## src/rtl/fg_ctrl_pkg.sv

```systemverilog
// Shared types for the function-generator front panel: FSM states, edited field,
// waveform and button-event codes, plus the event priority helpers.
package fg_ctrl_pkg;

  typedef enum logic [1:0] {
    ST_IDLE   = 2'd0,
    ST_APPLY  = 2'd1,
    ST_COMMIT = 2'd2
  } state_e;

  typedef enum logic [1:0] {
    FLD_WAVE = 2'd0,
    FLD_FREQ = 2'd1,
    FLD_AMP  = 2'd2
  } field_e;

  typedef enum logic [1:0] {
    WAVE_SINE   = 2'd0,
    WAVE_SQUARE = 2'd1,
    WAVE_TRI    = 2'd2,
    WAVE_SAW    = 2'd3
  } wave_e;

  // Numerically smaller non-NONE code means higher priority.
  typedef enum logic [2:0] {
    EV_NONE = 3'd0,
    EV_MODE = 3'd1,
    EV_STEP = 3'd2,
    EV_UP   = 3'd3,
    EV_DOWN = 3'd4
  } event_e;

  function automatic event_e ev_encode(input logic mode, input logic step,
                                       input logic up, input logic down);
    if (mode)      return EV_MODE;
    else if (step) return EV_STEP;
    else if (up)   return EV_UP;
    else if (down) return EV_DOWN;
    else           return EV_NONE;
  endfunction

  function automatic logic ev_outranks(input event_e a, input event_e b);
    return (a != EV_NONE) && ((b == EV_NONE) || (a < b));
  endfunction

  function automatic field_e field_next(input field_e f);
    case (f)
      FLD_WAVE: return FLD_FREQ;
      FLD_FREQ: return FLD_AMP;
      default:  return FLD_WAVE;
    endcase
  endfunction

endpackage

```

## src/rtl/fg_panel_ctrl_if.sv

```systemverilog
// Configuration handshake towards the DDS core: waveform, tuning word and
// amplitude qualified by valid/ready.
interface fg_panel_ctrl_if #(
  parameter int unsigned FTW_W = 32,
  parameter int unsigned AMP_W = 8
);
  logic             iCfgReady;
  logic             oCfgValid;
  logic [1:0]       oWaveSel;
  logic [FTW_W-1:0] oFtw;
  logic [AMP_W-1:0] oAmp;

  modport master (
    input  iCfgReady,
    output oCfgValid, oWaveSel, oFtw, oAmp
  );

  modport slave (
    output iCfgReady,
    input  oCfgValid, oWaveSel, oFtw, oAmp
  );
endinterface

```

## src/rtl/fg_sat_addsub.sv

```systemverilog
// Combinational add/subtract clamped to [0, MAX]; the add is done one bit wider
// so a carry out of WIDTH bits still saturates instead of wrapping.
module fg_sat_addsub #(
  parameter int unsigned       WIDTH = 8,
  parameter logic [WIDTH-1:0]  MAX   = '1
) (
  input  logic [WIDTH-1:0] a_i,
  input  logic [WIDTH-1:0] b_i,
  input  logic             sub_i,
  output logic [WIDTH-1:0] y_o
);

  logic [WIDTH:0] sum;

  always_comb begin
    sum = {1'b0, a_i} + {1'b0, b_i};
    if (sub_i) begin
      y_o = (b_i > a_i) ? '0 : (a_i - b_i);
    end else if (sum > {1'b0, MAX}) begin
      y_o = MAX;
    end else begin
      y_o = sum[WIDTH-1:0];
    end
  end

endmodule

```

## src/rtl/fg_panel_ctrl.sv

```systemverilog
// Front-panel controller: turns button press pulses into edits of waveform,
// tuning word and amplitude, and commits each edit to the DDS core.
module fg_panel_ctrl
  import fg_ctrl_pkg::*;
#(
  parameter int unsigned       FTW_W    = 32,
  parameter int unsigned       AMP_W    = 8,
  parameter logic [FTW_W-1:0]  FTW_INIT = FTW_W'(42950),
  parameter logic [FTW_W-1:0]  FTW_MAX  = FTW_W'(32'h7FFF_FFFF),
  parameter logic [AMP_W-1:0]  AMP_INIT = AMP_W'(128),
  parameter logic [15:0]       ACK_TO   = 16'd1000
) (
  input  logic             Fg_CLK,
  input  logic             Ext_RESETn,
  input  logic             iBtnMode,
  input  logic             iBtnStep,
  input  logic             iBtnUp,
  input  logic             iBtnDown,
  fg_panel_ctrl_if.master  cfg,
  output logic [1:0]       oFieldSel,
  output logic [1:0]       oStepIdx,
  output logic             oCfgErr
);

  state_e           state_q, state_d;
  event_e           pend_q, pend_d;
  event_e           cur_q, cur_d;
  event_e           in_ev;
  field_e           field_q, field_d;
  logic [1:0]       step_q, step_d;
  logic [1:0]       wave_q, wave_d;
  logic [FTW_W-1:0] ftw_q, ftw_d;
  logic [AMP_W-1:0] amp_q, amp_d;
  logic             valid_q, valid_d;
  logic             err_q, err_d;
  logic [15:0]      tmo_q, tmo_d;

  logic             dec;
  logic [FTW_W-1:0] ftw_delta;
  logic [FTW_W-1:0] ftw_adj;
  logic [AMP_W-1:0] amp_adj;

  assign in_ev     = ev_encode(iBtnMode, iBtnStep, iBtnUp, iBtnDown);
  assign dec       = (cur_q == EV_DOWN);
  assign ftw_delta = FTW_W'(1) << {step_q, 2'b00};

  fg_sat_addsub #(
    .WIDTH (FTW_W),
    .MAX   (FTW_MAX)
  ) u_ftw_sat (
    .a_i   (ftw_q),
    .b_i   (ftw_delta),
    .sub_i (dec),
    .y_o   (ftw_adj)
  );

  fg_sat_addsub #(
    .WIDTH (AMP_W),
    .MAX   ({AMP_W{1'b1}})
  ) u_amp_sat (
    .a_i   (amp_q),
    .b_i   (AMP_W'(1)),
    .sub_i (dec),
    .y_o   (amp_adj)
  );

  always_ff @(posedge Fg_CLK or negedge Ext_RESETn) begin
    if (!Ext_RESETn) begin
      state_q <= ST_IDLE;
      pend_q  <= EV_NONE;
      cur_q   <= EV_NONE;
      field_q <= FLD_WAVE;
      step_q  <= '0;
      wave_q  <= WAVE_SINE;
      ftw_q   <= FTW_INIT;
      amp_q   <= AMP_INIT;
      valid_q <= 1'b0;
      err_q   <= 1'b0;
      tmo_q   <= '0;
    end else begin
      state_q <= state_d;
      pend_q  <= pend_d;
      cur_q   <= cur_d;
      field_q <= field_d;
      step_q  <= step_d;
      wave_q  <= wave_d;
      ftw_q   <= ftw_d;
      amp_q   <= amp_d;
      valid_q <= valid_d;
      err_q   <= err_d;
      tmo_q   <= tmo_d;
    end
  end

  always_comb begin
    state_d = state_q;
    pend_d  = pend_q;
    cur_d   = cur_q;
    field_d = field_q;
    step_d  = step_q;
    wave_d  = wave_q;
    ftw_d   = ftw_q;
    amp_d   = amp_q;
    valid_d = valid_q;
    err_d   = 1'b0;
    tmo_d   = tmo_q;

    case (state_q)
      ST_IDLE: begin
        tmo_d = '0;
        // A pending press goes first; a fresh press in the same cycle refills the slot.
        if (pend_q != EV_NONE) begin
          cur_d   = pend_q;
          pend_d  = in_ev;
          state_d = ST_APPLY;
        end else if (in_ev != EV_NONE) begin
          cur_d   = in_ev;
          state_d = ST_APPLY;
        end
      end

      ST_APPLY: begin
        if (ev_outranks(in_ev, pend_q)) pend_d = in_ev;
        state_d = ST_IDLE;
        case (cur_q)
          EV_MODE: field_d = field_next(field_q);
          EV_STEP: step_d  = step_q + 2'd1;
          EV_UP, EV_DOWN: begin
            case (field_q)
              FLD_WAVE: wave_d = dec ? (wave_q - 2'd1) : (wave_q + 2'd1);
              FLD_FREQ: ftw_d  = ftw_adj;
              default:  amp_d  = amp_adj;
            endcase
            valid_d = 1'b1;
            tmo_d   = '0;
            state_d = ST_COMMIT;
          end
          default: ;
        endcase
      end

      ST_COMMIT: begin
        if (ev_outranks(in_ev, pend_q)) pend_d = in_ev;
        if (cfg.iCfgReady) begin
          valid_d = 1'b0;
          state_d = ST_IDLE;
        end else if (tmo_q == ACK_TO - 16'd1) begin
          valid_d = 1'b0;
          err_d   = 1'b1;
          state_d = ST_IDLE;
        end else begin
          tmo_d = tmo_q + 16'd1;
        end
      end

      default: state_d = ST_IDLE;
    endcase
  end

  assign cfg.oCfgValid = valid_q;
  assign cfg.oWaveSel  = wave_q;
  assign cfg.oFtw      = ftw_q;
  assign cfg.oAmp      = amp_q;
  assign oFieldSel     = field_q;
  assign oStepIdx      = step_q;
  assign oCfgErr       = err_q;

endmodule
```

## src/flat_wrapper.sv

```systemverilog
// flat-port wrapper written by rule: the top's interface ports become plain ports
module fg_panel_ctrl_flat import fg_ctrl_pkg::*;
#(
  parameter int unsigned       FTW_W    = 32,
  parameter int unsigned       AMP_W    = 8,
  parameter logic [FTW_W-1:0]  FTW_INIT = FTW_W'(42950),
  parameter logic [FTW_W-1:0]  FTW_MAX  = FTW_W'(32'h7FFF_FFFF),
  parameter logic [AMP_W-1:0]  AMP_INIT = AMP_W'(128),
  parameter logic [15:0]       ACK_TO   = 16'd1000
)
  (Fg_CLK, Ext_RESETn, iBtnMode, iBtnStep, iBtnUp, iBtnDown, oFieldSel, oStepIdx, oCfgErr, cfg_iCfgReady, cfg_oCfgValid, cfg_oWaveSel, cfg_oFtw, cfg_oAmp);
  fg_panel_ctrl_if #(.FTW_W(FTW_W), .AMP_W(AMP_W)) cfg_i ();
  input  logic Fg_CLK;
  input  logic Ext_RESETn;
  input  logic iBtnMode;
  input  logic iBtnStep;
  input  logic iBtnUp;
  input  logic iBtnDown;
  output logic [1:0] oFieldSel;
  output logic [1:0] oStepIdx;
  output logic oCfgErr;
  input wire logic [$bits(cfg_i.iCfgReady)-1:0] cfg_iCfgReady;
  output wire logic [$bits(cfg_i.oCfgValid)-1:0] cfg_oCfgValid;
  output wire logic [$bits(cfg_i.oWaveSel)-1:0] cfg_oWaveSel;
  output wire logic [$bits(cfg_i.oFtw)-1:0] cfg_oFtw;
  output wire logic [$bits(cfg_i.oAmp)-1:0] cfg_oAmp;
  assign cfg_i.iCfgReady = cfg_iCfgReady;
  assign cfg_oCfgValid = cfg_i.oCfgValid;
  assign cfg_oWaveSel = cfg_i.oWaveSel;
  assign cfg_oFtw = cfg_i.oFtw;
  assign cfg_oAmp = cfg_i.oAmp;
  fg_panel_ctrl #(.FTW_W(FTW_W), .AMP_W(AMP_W), .FTW_INIT(FTW_INIT), .FTW_MAX(FTW_MAX), .AMP_INIT(AMP_INIT), .ACK_TO(ACK_TO)) u_core (.Fg_CLK(Fg_CLK), .Ext_RESETn(Ext_RESETn), .iBtnMode(iBtnMode), .iBtnStep(iBtnStep), .iBtnUp(iBtnUp), .iBtnDown(iBtnDown), .cfg(cfg_i), .oFieldSel(oFieldSel), .oStepIdx(oStepIdx), .oCfgErr(oCfgErr));
endmodule
```

## config.mk

```make
export PLATFORM = sky130hd
export DESIGN_NAME = fg_panel_ctrl_flat
export DESIGN_NICKNAME = d
export VERILOG_FILES = /design/src/rtl/fg_ctrl_pkg.sv /design/src/rtl/fg_panel_ctrl_if.sv /design/src/rtl/fg_sat_addsub.sv /design/src/rtl/fg_panel_ctrl.sv /design/src/flat_wrapper.sv
export SDC_FILE = /design/constraint.sdc
export NUM_CORES = 1
export LEC_CHECK = 0
export CAP_MARGIN = 10
export CORE_ASPECT_RATIO = 2
export CORE_MARGIN = 4
export CORE_UTILIZATION = 48
export CTS_CLUSTER_SIZE = 12
export DETAILED_ROUTE_END_ITERATION = 6
export PLACE_DENSITY = 0.69
export SLEW_MARGIN = 5
export SYNTH_ARGS = -nofsm -noshare
export SYNTH_HDL_FRONTEND = slang
export SYNTH_SLANG_ARGS = --single-unit
```

## constraint.sdc

```tcl
create_clock -name Fg_CLK -period 3.8 [get_ports Fg_CLK]
set_input_delay 0.76 -clock Fg_CLK [delete_from_list [all_inputs] [get_ports Fg_CLK]]
set_output_delay 0.76 -clock Fg_CLK [all_outputs]
set_load 0.03 [all_outputs]
```

==> flow_summary.toml, run 1 <==
[detailed_routing]
routed_wl_mm = 17.7
drt-pass1-iter-count = 6
drtIter0Drc = 513
vias = 5717
drcViolationCount = 0
antenna_left = 0
post_drt_wl_per_cell_um = 20.2
viasPerCell = 6.54

[min_path]
hold-path-endpoint = "u_core.cfg.oWaveSel[1]"
holdPathStages = 1
min_from = "u_core.cfg.oWaveSel[1]"
holdCritPathClass = "flip-flop to flip-flop"

[timing]
post-route-period-util_pct = 93.9
slew_violations = 0
rsz0062_at_grt = "false"
period_minus_slack_ps = 3570
tightest_slew_ps = 1230
finalClockSkew_ps = 7.26
timing.final.ws_setup_ps = 232
setup_viol = 0
tns_ps = 0
slew_headroom_pct = 17.6
hold_violations = 0
fmax_mhz = 280

[clock_network]
cts-resized-gates = 0
clk_pin_slew_ps = 60
cts.htree.levels = 3
clk_path_buf_depth = 2
cts.sinks = 72
cts_buffers = 9
cts_hold_buf = 0
cts_tree = "yes"
ctsRootBufferMaster = "clkbuf_16"
postCtsSetupBuffers = 0
insertion_delay_ps = 350

[cells_and_area]
antenna_cells = 0
layout-drive-gt1-share_pct = 8.88
final_nets = 758
syn_to_final_growth_pct = 16.1
fillers = 1078

[yosys]
ys_types = 81
syn_area_per_cell_sq_um = 8.09
postSynthCellCount = 692
ys.flop_type = "dfrtp_1"
synth_area_sq_mm = 0.00560
yosys_warnings = 0
async_flop_share_pct = 100
synth_edf_count = 0
yosysSeqAreaShare_pct = 32.4
synth_seq_cells = 72
synth_fp_nets = 723

[pwr]
leakage_nw = 2.69
vdd_drop_max_uv = 488
p_switching_mw = 2.77
combinationalPowerShare_pct = 59.0
seqPwrFrac_pct = 26.2
swShare_pct = 51.2
power.total_mw = 5.41
p_int_mw = 2.64
p_per_area_mw_per_mm2 = 831
pwr-share-clk_pct = 14.8

[critical_path]
r2r_start = "u_core.oStepIdx[1]"
cp_max_fo = 14
slowest_stage = "dfrtp_1"
critPathBufInv = 3
crit_type = "flip-flop to flip-flop"
reg2reg_slack_ps = 230
cp_cell_sequence = "inv_1 -> ha_1 -> inv_1 -> ha_1 -> and4b_4 -> o211ai_1 -> nand2_1 -> o41ai_4 -> nand2_1 -> buf_4 -> o21a_1 -> a211o_1"
r2r-end = "u_core.cfg.oFtw[30]"
worst_ep_arrival_time_ps = 3800
rr_worst_depth = 12
critPathLaunchType = "flip-flop"
end_kind = "flip-flop"
required_ps = 4030
cpPeakStageDelay_ps = 430
cp_top_family = "compound AO/OA/AOI/OAI gates"

[run_status]
status = "finished clean"

[global_routing]
grt_max_degree = 73
overflow = 0
grt_pass1_vias = 5749
grt_util_all_layers_pct = 26.3
antenna_found_initial = 0
grt_pass1_wl_mm = 28.6

[floorplan]
io_pins = 55
core-area_sq_mm = 0.0114
initial_core_util_pct = 49.3
num_rows = 55
die_y_um = 161
die_x_um = 84.4
die_area_sq_mm = 0.0136

[place]
place_hpwl_mm = 12.7
dp_slack_ps = 307
numPortBuffers = 54
place.gp.congestion = 0.966

[flow_run]
drv_cap = 0
==> cells in the mapped netlist, types with 4 or more instances <==
cell | n | area share [%]
o21ai_0 | 73 | 6.5
nor2_1 | 63 | 4.2
dfrtp_1 | 62 | 28
nand2_1 | 60 | 4.0
a21oi_1 | 45 | 4.0
clkbuf_1 | 26 | 1.7
inv_1 | 26 | 1.7
ha_1 | 24 | 5.4
nand3_1 | 24 | 2.1
nor3_1 | 22 | 2.0
xor2_1 | 19 | 3.0
a31oi_1 | 17 | 1.9
nor4_1 | 15 | 1.7
and3_1 | 14 | 1.6
xnor2_1 | 14 | 2.2
buf_2 | 13 | 1.2
nand4_1 | 11 | 1.2
dfstp_2 | 10 | 4.7
o211ai_1 | 9 | 1.2
nand3b_1 | 8 | 1.1
nor2b_1 | 8 | 0.89
or3_1 | 7 | 0.78
a21o_1 | 6 | 0.80
and2_1 | 5 | 0.56
nand2b_1 | 5 | 0.56
o31a_1 | 5 | 0.78
o31ai_1 | 5 | 0.67
nor3b_1 | 4 | 0.54
o21ai_1 | 4 | 0.36
o311ai_0 | 4 | 0.63
or2_2 | 4 | 0.45
==> area by class of cell <==
class                      count  area (sq um)  share of cell area (%)
clock buffer                  12           246                    3.79
multi-input combinational    551          3500                    53.8
inverter                      26          97.6                    1.50
timing repair buffer          67           648                    9.97
tap                          142           178                    2.73
clock inverter                 4          22.5                   0.346
sequential                    72          1810                    27.9
==> sequential cells by signal, indices dropped and copies added (netlist names), 3 cells and up <==
register	flops
u_core.cfg.oAmp	8
u_core.pend_q	3
u_core.tmo_q	16
u_core.cfg.oFtw	32
u_core.cur_q	3
==> stage by stage <==
stage / hold slack (ps) / instance area (sq um) / instances / utilization [%]
after global routing: 516 / 6500 / 874 / 57.3
after CTS: 497 / 6500 / 873 / 57.2
final: 494 / 6500 / 874 / 57.3
after global placement: 480 / 6230 / 857 / 54.8
after floorplan: 464 / 5600 / 692 / -
after detailed placement: 483 / 6230 / 857 / 54.8
==> worst max-delay path by stage <==
stage / from / to / slack [ps] / cells after the start
6_report: u_core.oStepIdx[1] / u_core.cfg.oFtw[30] / 230 / 12
5_1_grt: u_core.oStepIdx[1] / u_core.cfg.oFtw[30] / 50 / 12
4_1_cts: u_core.oStepIdx[0] / u_core.cfg.oFtw[30] / 270 / 12
3_5_place_dp: u_core.oStepIdx[1] / u_core.cfg.oFtw[30] / 310 / 12
3_3_place_gp: u_core.oStepIdx[0] / u_core.cfg.oFtw[30] / 390 / 12
2_1_floorplan: u_core.oStepIdx[0] / u_core.cfg.oFtw[30] / 590 / 11
==> per-layer routing <==
layer | part of all wire, % | global-route usage [%] | up-vias | wire [um]
met5 | 0 | 0 | - | 0
met4 | 6.7 | 19.2 | 0 | 1180
met3 | 5.0 | 3.90 | 95 | 879
met2 | 52 | 47.3 | 269 | 9250
met1 | 36 | 26.9 | 2741 | 6360
li1 | - | - | 2612 | -
==> layout by cell type (no fill, tap or decap), drive strengths merged, types with 9 or more instances in the layout <==
| cell | instances |
|---|---|
| nand4 | 11 |
| a21oi | 45 |
| xnor2 | 14 |
| nand2 | 61 |
| nor4 | 17 |
| o21ai | 78 |
| inv | 26 |
| dfstp | 10 |
| nor2 | 63 |
| a31oi | 17 |
| clkdlybuf4s50 | 53 |
| xor2 | 19 |
| or3 | 9 |
| nor3 | 22 |
| ha | 24 |
| buf | 14 |
| o211ai | 10 |
| clkbuf | 12 |
| dfrtp | 62 |
| and3 | 15 |
| nand3 | 24 |
==> cells by family after synthesis <==
group           count (synthesis)  share of synthesized area, %
xor+xnor                       33                          5.16
mux                             5                         0.960
flops                          72                          32.4
buf+inv                        69                          5.23
compound gates                212                          24.6
simple gates                  276                          26.2
fa+ha+maj                      25                          5.54
==> power by group through the flow <==
stage	clock network, mW	logic [mW]	registers [mW]
4_1_cts	0.808	3.14	1.41
5_1_grt	0.839	3.45	1.46
3_3_place_gp	0	3.09	1.40
3_5_place_dp	0	3.13	1.42
2_1_floorplan	0	1.86	1.56
6_report	0.802	3.19	1.42
No activity file was read; power rests on OpenSTA's default activity.
==> run 2: changes to the inputs <==
Settings changed: PLACE_DENSITY 0.69 to 0.75.
==> run 2 against run 1 <==
Core utilization is 0.76 points higher. Sequential power hardly changed. Count of clock-buffer cells in the layout is 3 lower. Hold slack worse by 27 ps. Worst setup slack better by 95 ps.
==> flow_summary.toml, run 2 (same netlist as run 1, synthesis figures left out) <==
[run_status]
status = "finished clean"

[detailed_routing]
routed_wl_mm = 17.1
drcViolationCount = 0
post_drt_wl_per_cell_um = 19.5
viasPerCell = 6.39
drt-pass1-iter-count = 5
drtIter0Drc = 453
vias = 5595
antenna_left = 0

[cells_and_area]
fillers = 1034
design_area_sq_mm = 0.00659
multi_input_area_sq_mm = 0.00349
largest_reg_flops = 32
layout-drive-gt1-share_pct = 9.26
final_util_pct = 58.0
layout_common_cells = "73 x o21ai_0, 63 x nor2_1, 62 x dfrtp_1"
syn_to_final_growth_pct = 17.6
layout_commonest_cell = "o21ai_0"
antenna_cells = 0
seqCellArea_sq_mm = 0.00181
final_nets = 760

[timing]
period_minus_slack_ps = 3470
hold_violations = 0
setup_viol = 0
tns_ps = 0
rsz0062_at_grt = "false"
finalClockSkew_ps = 6.93
slew_violations = 0
fmax_mhz = 288
timing.final.ws_setup_ps = 327
tightest_slew_ps = 1270
post-route-period-util_pct = 91.4
slew_headroom_pct = 14.8

[pwr]
p_per_area_mw_per_mm2 = 834
seqPwrFrac_pct = 25.6
power.total_mw = 5.50
leakage_nw = 2.74
vdd_drop_max_uv = 566
p_switching_mw = 2.70
swShare_pct = 49.1
combinationalPowerShare_pct = 56.2
p_int_mw = 2.80
pwr-share-clk_pct = 18.2

[global_routing]
grt_util_met2_pct = 44.2
antenna_found_initial = 0
grt_pass1_vias = 5639
grt_pass1_wl_mm = 27.7
overflow = 0
grt_util_all_layers_pct = 25.2
grt.busiest_layer = "met2"
met1_usage_pct = 27.0
grt_util_met3_pct = 4.31
grt_max_degree = 40

[floorplan]
die_y_um = 161
num_rows = 55
initial_core_util_pct = 49.3
die_area_sq_mm = 0.0136
die_x_um = 84.4
io_pins = 55
core-area_sq_mm = 0.0114

[critical_path]
worst_ep_arrival_time_ps = 3700
crit_type = "flip-flop to flip-flop"
end_kind = "flip-flop"
required_ps = 4030
reg2reg_slack_ps = 330
critPathLaunchType = "flip-flop"
cp_max_fo = 9

[place]
dpl-instance-area_sq_mm = 0.00624
numPortBuffers = 54
place.gp.congestion = 0.984
dp_slack_ps = 397
place_hpwl_mm = 12.3

[clock_network]
postCtsSetupBuffers = 0
ctsRootBufferMaster = "clkbuf_16"
cts_tree = "yes"
cts-resized-gates = 0
cts_hold_buf = 0
insertion_delay_ps = 340
clk_pin_slew_ps = 60
cts.sinks = 72
clk_path_buf_depth = 2
cts_buffers = 9
cts.htree.levels = 3

[flow_run]
drv_cap = 0

[min_path]
holdCritPathClass = "flip-flop to flip-flop"
run 2: cell types whose count changed in the layout (fill, tap and decap cells not counted), sizes merged:
| cell | change |
|---|---|
| bufinv | +3 |
| clkbuf | -3 |
| buf | +2 |
run 2: final timing paths:
| check | start | end | cells past startpoint |
|---|---|---|---|
| worst max register to register | u_core.oStepIdx[0] | u_core.cfg.oFtw[30] | 11 |
| min in group asynchronous | Ext_RESETn | u_core.cfg.oFtw[28] | 1 |
| max in group asynchronous | Ext_RESETn | u_core.cfg.oAmp[7] | 2 |
| worst max-delay path | u_core.oStepIdx[0] | u_core.cfg.oFtw[30] | 11 |
| worst min-delay path | u_core.cfg.oWaveSel[1] | u_core.cfg.oWaveSel[1] | 1 |
| worst min register to register | u_core.cfg.oWaveSel[1] | u_core.cfg.oWaveSel[1] | 1 |
run 2: layout make-up:
class	instances	area share (%)
Clock inverter	7	1.82
Inverter	26	1.48
Timing Repair Buffer	69	10.0
Clock buffer	9	3.42
Sequential cell	72	27.5
Multi-Input combinational cell	551	53.0
Tap cell	142	2.70
run 2: routing by layer:
| layer | vias to the layer above | share of wire, % |
|---|---|---|
| met5 | - | 0 |
| met4 | 0 | 6.4 |
| met3 | 83 | 4.7 |
| met2 | 222 | 52 |
| met1 | 2668 | 36 |
| li1 | 2622 | - |
run 2: power by group through the flow:
| stage | Combinational (mW) | Clock, mW | Sequential [mW] |
|---|---|---|---|
| floorplan | 1.86 | 0 | 1.56 |
| global placement | 3.00 | 0 | 1.39 |
| detailed placement | 3.04 | 0 | 1.41 |
| CTS | 3.05 | 1.01 | 1.40 |
| global route | 3.34 | 1.04 | 1.45 |
| finish | 3.09 | 1.00 | 1.41 |
run 2: metrics by stage:
| stage | hold WS, ps | instances |
|---|---|---|
| 3_3_place_gp | 465 | 860 |
| 5_1_grt | 499 | 876 |
| 4_1_cts | 477 | 876 |
| 6_report | 467 | 876 |
| 2_1_floorplan | 464 | 692 |
| 3_5_place_dp | 457 | 860 |
run 2: worst max-delay path: stages (launching register included):
cell,delay (ps)
dfrtp_1,410
inv_1,130
ha_1,230
inv_1,60
ha_1,430
and4b_1,300
o211ai_1,190
nand2_1,200
o41a_4,510
nor4_1,380
o221ai_1,210
a211o_1,310
==> run 3: changes to the inputs <==
Settings changed: SLEW_MARGIN 5 to 20.
==> run 3 against run 2 <==
Combinational power is essentially flat. Critical path type unchanged. Global-route usage is the same. Sequential power barely moved. Worst setup slack got worse by 4.9 ps. Core utilization up 0.066 points. Non-clock buffer count rose by 1. Sequential share of layout area barely moved.
==> flow_summary.toml, run 3 (same netlist as run 1, synthesis figures left out) <==
[clock_network]
insertion_delay_ps = 340
cts-resized-gates = 0
cts_buffers = 9
cts_hold_buf = 0
cts_tree = "yes"
cts.htree.levels = 3
clk_path_buf_depth = 2
postCtsSetupBuffers = 0
cts.sinks = 72
ctsRootBufferMaster = "clkbuf_16"
clk_pin_slew_ps = 60

[floorplan]
die_area_sq_mm = 0.0136
die_y_um = 161
initial_core_util_pct = 49.3
die_x_um = 84.4
io_pins = 55
num_rows = 55
core-area_sq_mm = 0.0114

[timing]
slew_violations = 0
tns_ps = 0
rsz0062_at_grt = "false"
fmax_mhz = 288
finalClockSkew_ps = 6.52
slew_headroom_pct = 30.0
setup_viol = 0
period_minus_slack_ps = 3480
tightest_slew_ps = 1040
hold_violations = 0
post-route-period-util_pct = 91.5

[critical_path]
cp_top_family = "compound AO/OA/AOI/OAI gates"
cp_cell_sequence = "inv_1 -> ha_1 -> inv_1 -> ha_1 -> and4b_1 -> o211ai_1 -> nand2_1 -> o41a_4 -> nor4_1 -> o221ai_1 -> a211o_1"
crit_type = "flip-flop to flip-flop"
reg2reg_slack_ps = 320
rr_worst_depth = 11
r2r-end = "u_core.cfg.oFtw[30]"
cpPeakStageDelay_ps = 510
critPathLaunchType = "flip-flop"
critPathBufInv = 2
cp_max_fo = 9
crit_start = "u_core.oStepIdx[0]"
crit_path_end = "u_core.cfg.oFtw[30]"
end_kind = "flip-flop"
r2r_start = "u_core.oStepIdx[0]"
crit_cells = 11
required_ps = 4030
worst_ep_arrival_time_ps = 3700
slowest_stage = "o41a_4"

[cells_and_area]
antenna_cells = 0
syn_to_final_growth_pct = 17.8
largest_reg_flops = 32
layout-drive-gt1-share_pct = 9.39
layout_commonest_cell = "o21ai_0"
design_area_sq_mm = 0.00660
final_nets = 761
layout_common_cells = "73 x o21ai_0, 63 x nor2_1, 62 x dfrtp_1"

[detailed_routing]
routed_wl_mm = 17.1
vias = 5652
viasPerCell = 6.44
drcViolationCount = 0
drtIter0Drc = 549
post_drt_wl_per_cell_um = 19.5
drt-pass1-iter-count = 5
antenna_left = 0

[flow_run]
drv_cap = 0

[place]
place.gp.congestion = 0.984
dpl-instance-area_sq_mm = 0.00624
place_hpwl_mm = 12.3
numPortBuffers = 54

[pwr]
leakage_nw = 2.74
p_per_area_mw_per_mm2 = 834
vdd_drop_max_uv = 568

[global_routing]
overflow = 0
grt_max_degree = 40
met1_usage_pct = 27.0
antenna_found_initial = 0
grt_util_met2_pct = 44.2
grt_util_all_layers_pct = 25.2
grt_pass1_vias = 5639
grt_util_met3_pct = 4.31
grt.busiest_layer = "met2"
grt_pass1_wl_mm = 27.7

[run_status]
status = "finished clean"

[min_path]
holdCritPathClass = "flip-flop to flip-flop"
## run 3: cell count changes in the layout (fill, tap and decap cells not counted)
cell | before | now
buf_4 | 14 | 15
## run 3: report_power, final
| group | internal [mW] | switching, mW | leakage, nW |
|---|---|---|---|
| logic | 1.15 | 1.95 | 1.65 |
| registers | 1.01 | 0.401 | 0.925 |
| clock network | 0.643 | 0.358 | 0.166 |
| total | 2.80 | 2.70 | 2.74 |
## run 3: cell type report
cell class / count / area (sq um)
Fill cell: 1031 / 4760
Multi-Input combinational cell: 551 / 3490
Sequential cell: 72 / 1810
Timing Repair Buffer: 70 / 668
Clock buffer: 9 / 225
Tap cell: 142 / 178
Clock inverter: 7 / 120
Inverter: 26 / 97.6
## run 3: worst register-to-register path, stage by stage (launching register included)
cell and delay [ps]:
dfrtp_1 410, inv_1 130, ha_1 230, inv_1 60
ha_1 430, and4b_1 300, o211ai_1 190, nand2_1 200
o41a_4 510, nor4_1 390, o221ai_1 200, a211o_1 310
## run 3: worst min path at each step
stage	cells past startpoint	slack, ps	from	end
finish	1	470	u_core.cfg.oWaveSel[1]	u_core.cfg.oWaveSel[1]
global route	1	500	u_core.cfg.oWaveSel[1]	u_core.cfg.oWaveSel[1]
CTS	1	480	u_core.cfg.oWaveSel[1]	u_core.cfg.oWaveSel[1]
detailed placement	1	460	u_core.cfg.oWaveSel[1]	u_core.cfg.oWaveSel[1]
global placement	1	470	u_core.cfg.oWaveSel[1]	u_core.cfg.oWaveSel[1]
floorplan	0	460	Ext_RESETn	u_core.cfg.oAmp[0]
## run 3: through the flow
step / std cells / worst slack [ps] / utilization (%) / hold WS [ps] / power (mW)
3_5_place_dp: 860 / 397 / 55.0 / 457 / 4.45
6_report: 877 / 322 / 58.1 / 467 / 5.50
5_1_grt: 877 / 165 / 58.1 / 499 / 5.83
2_1_floorplan: 692 / 586 / - / 464 / 3.43
4_1_cts: 876 / 374 / 58.0 / 477 / 5.46
3_3_place_gp: 860 / 430 / 55.0 / 465 / 4.38
## run 3: routing by layer
metal / wire (um) / share of wire [%] / up-vias
met1: 6140 / 36 / 2681
met2: 8970 / 52 / 255
li1: - / - / 2626
met3: 856 / 5.0 / 90
met5: 0 / 0 / -
met4: 1120 / 6.6 / 0
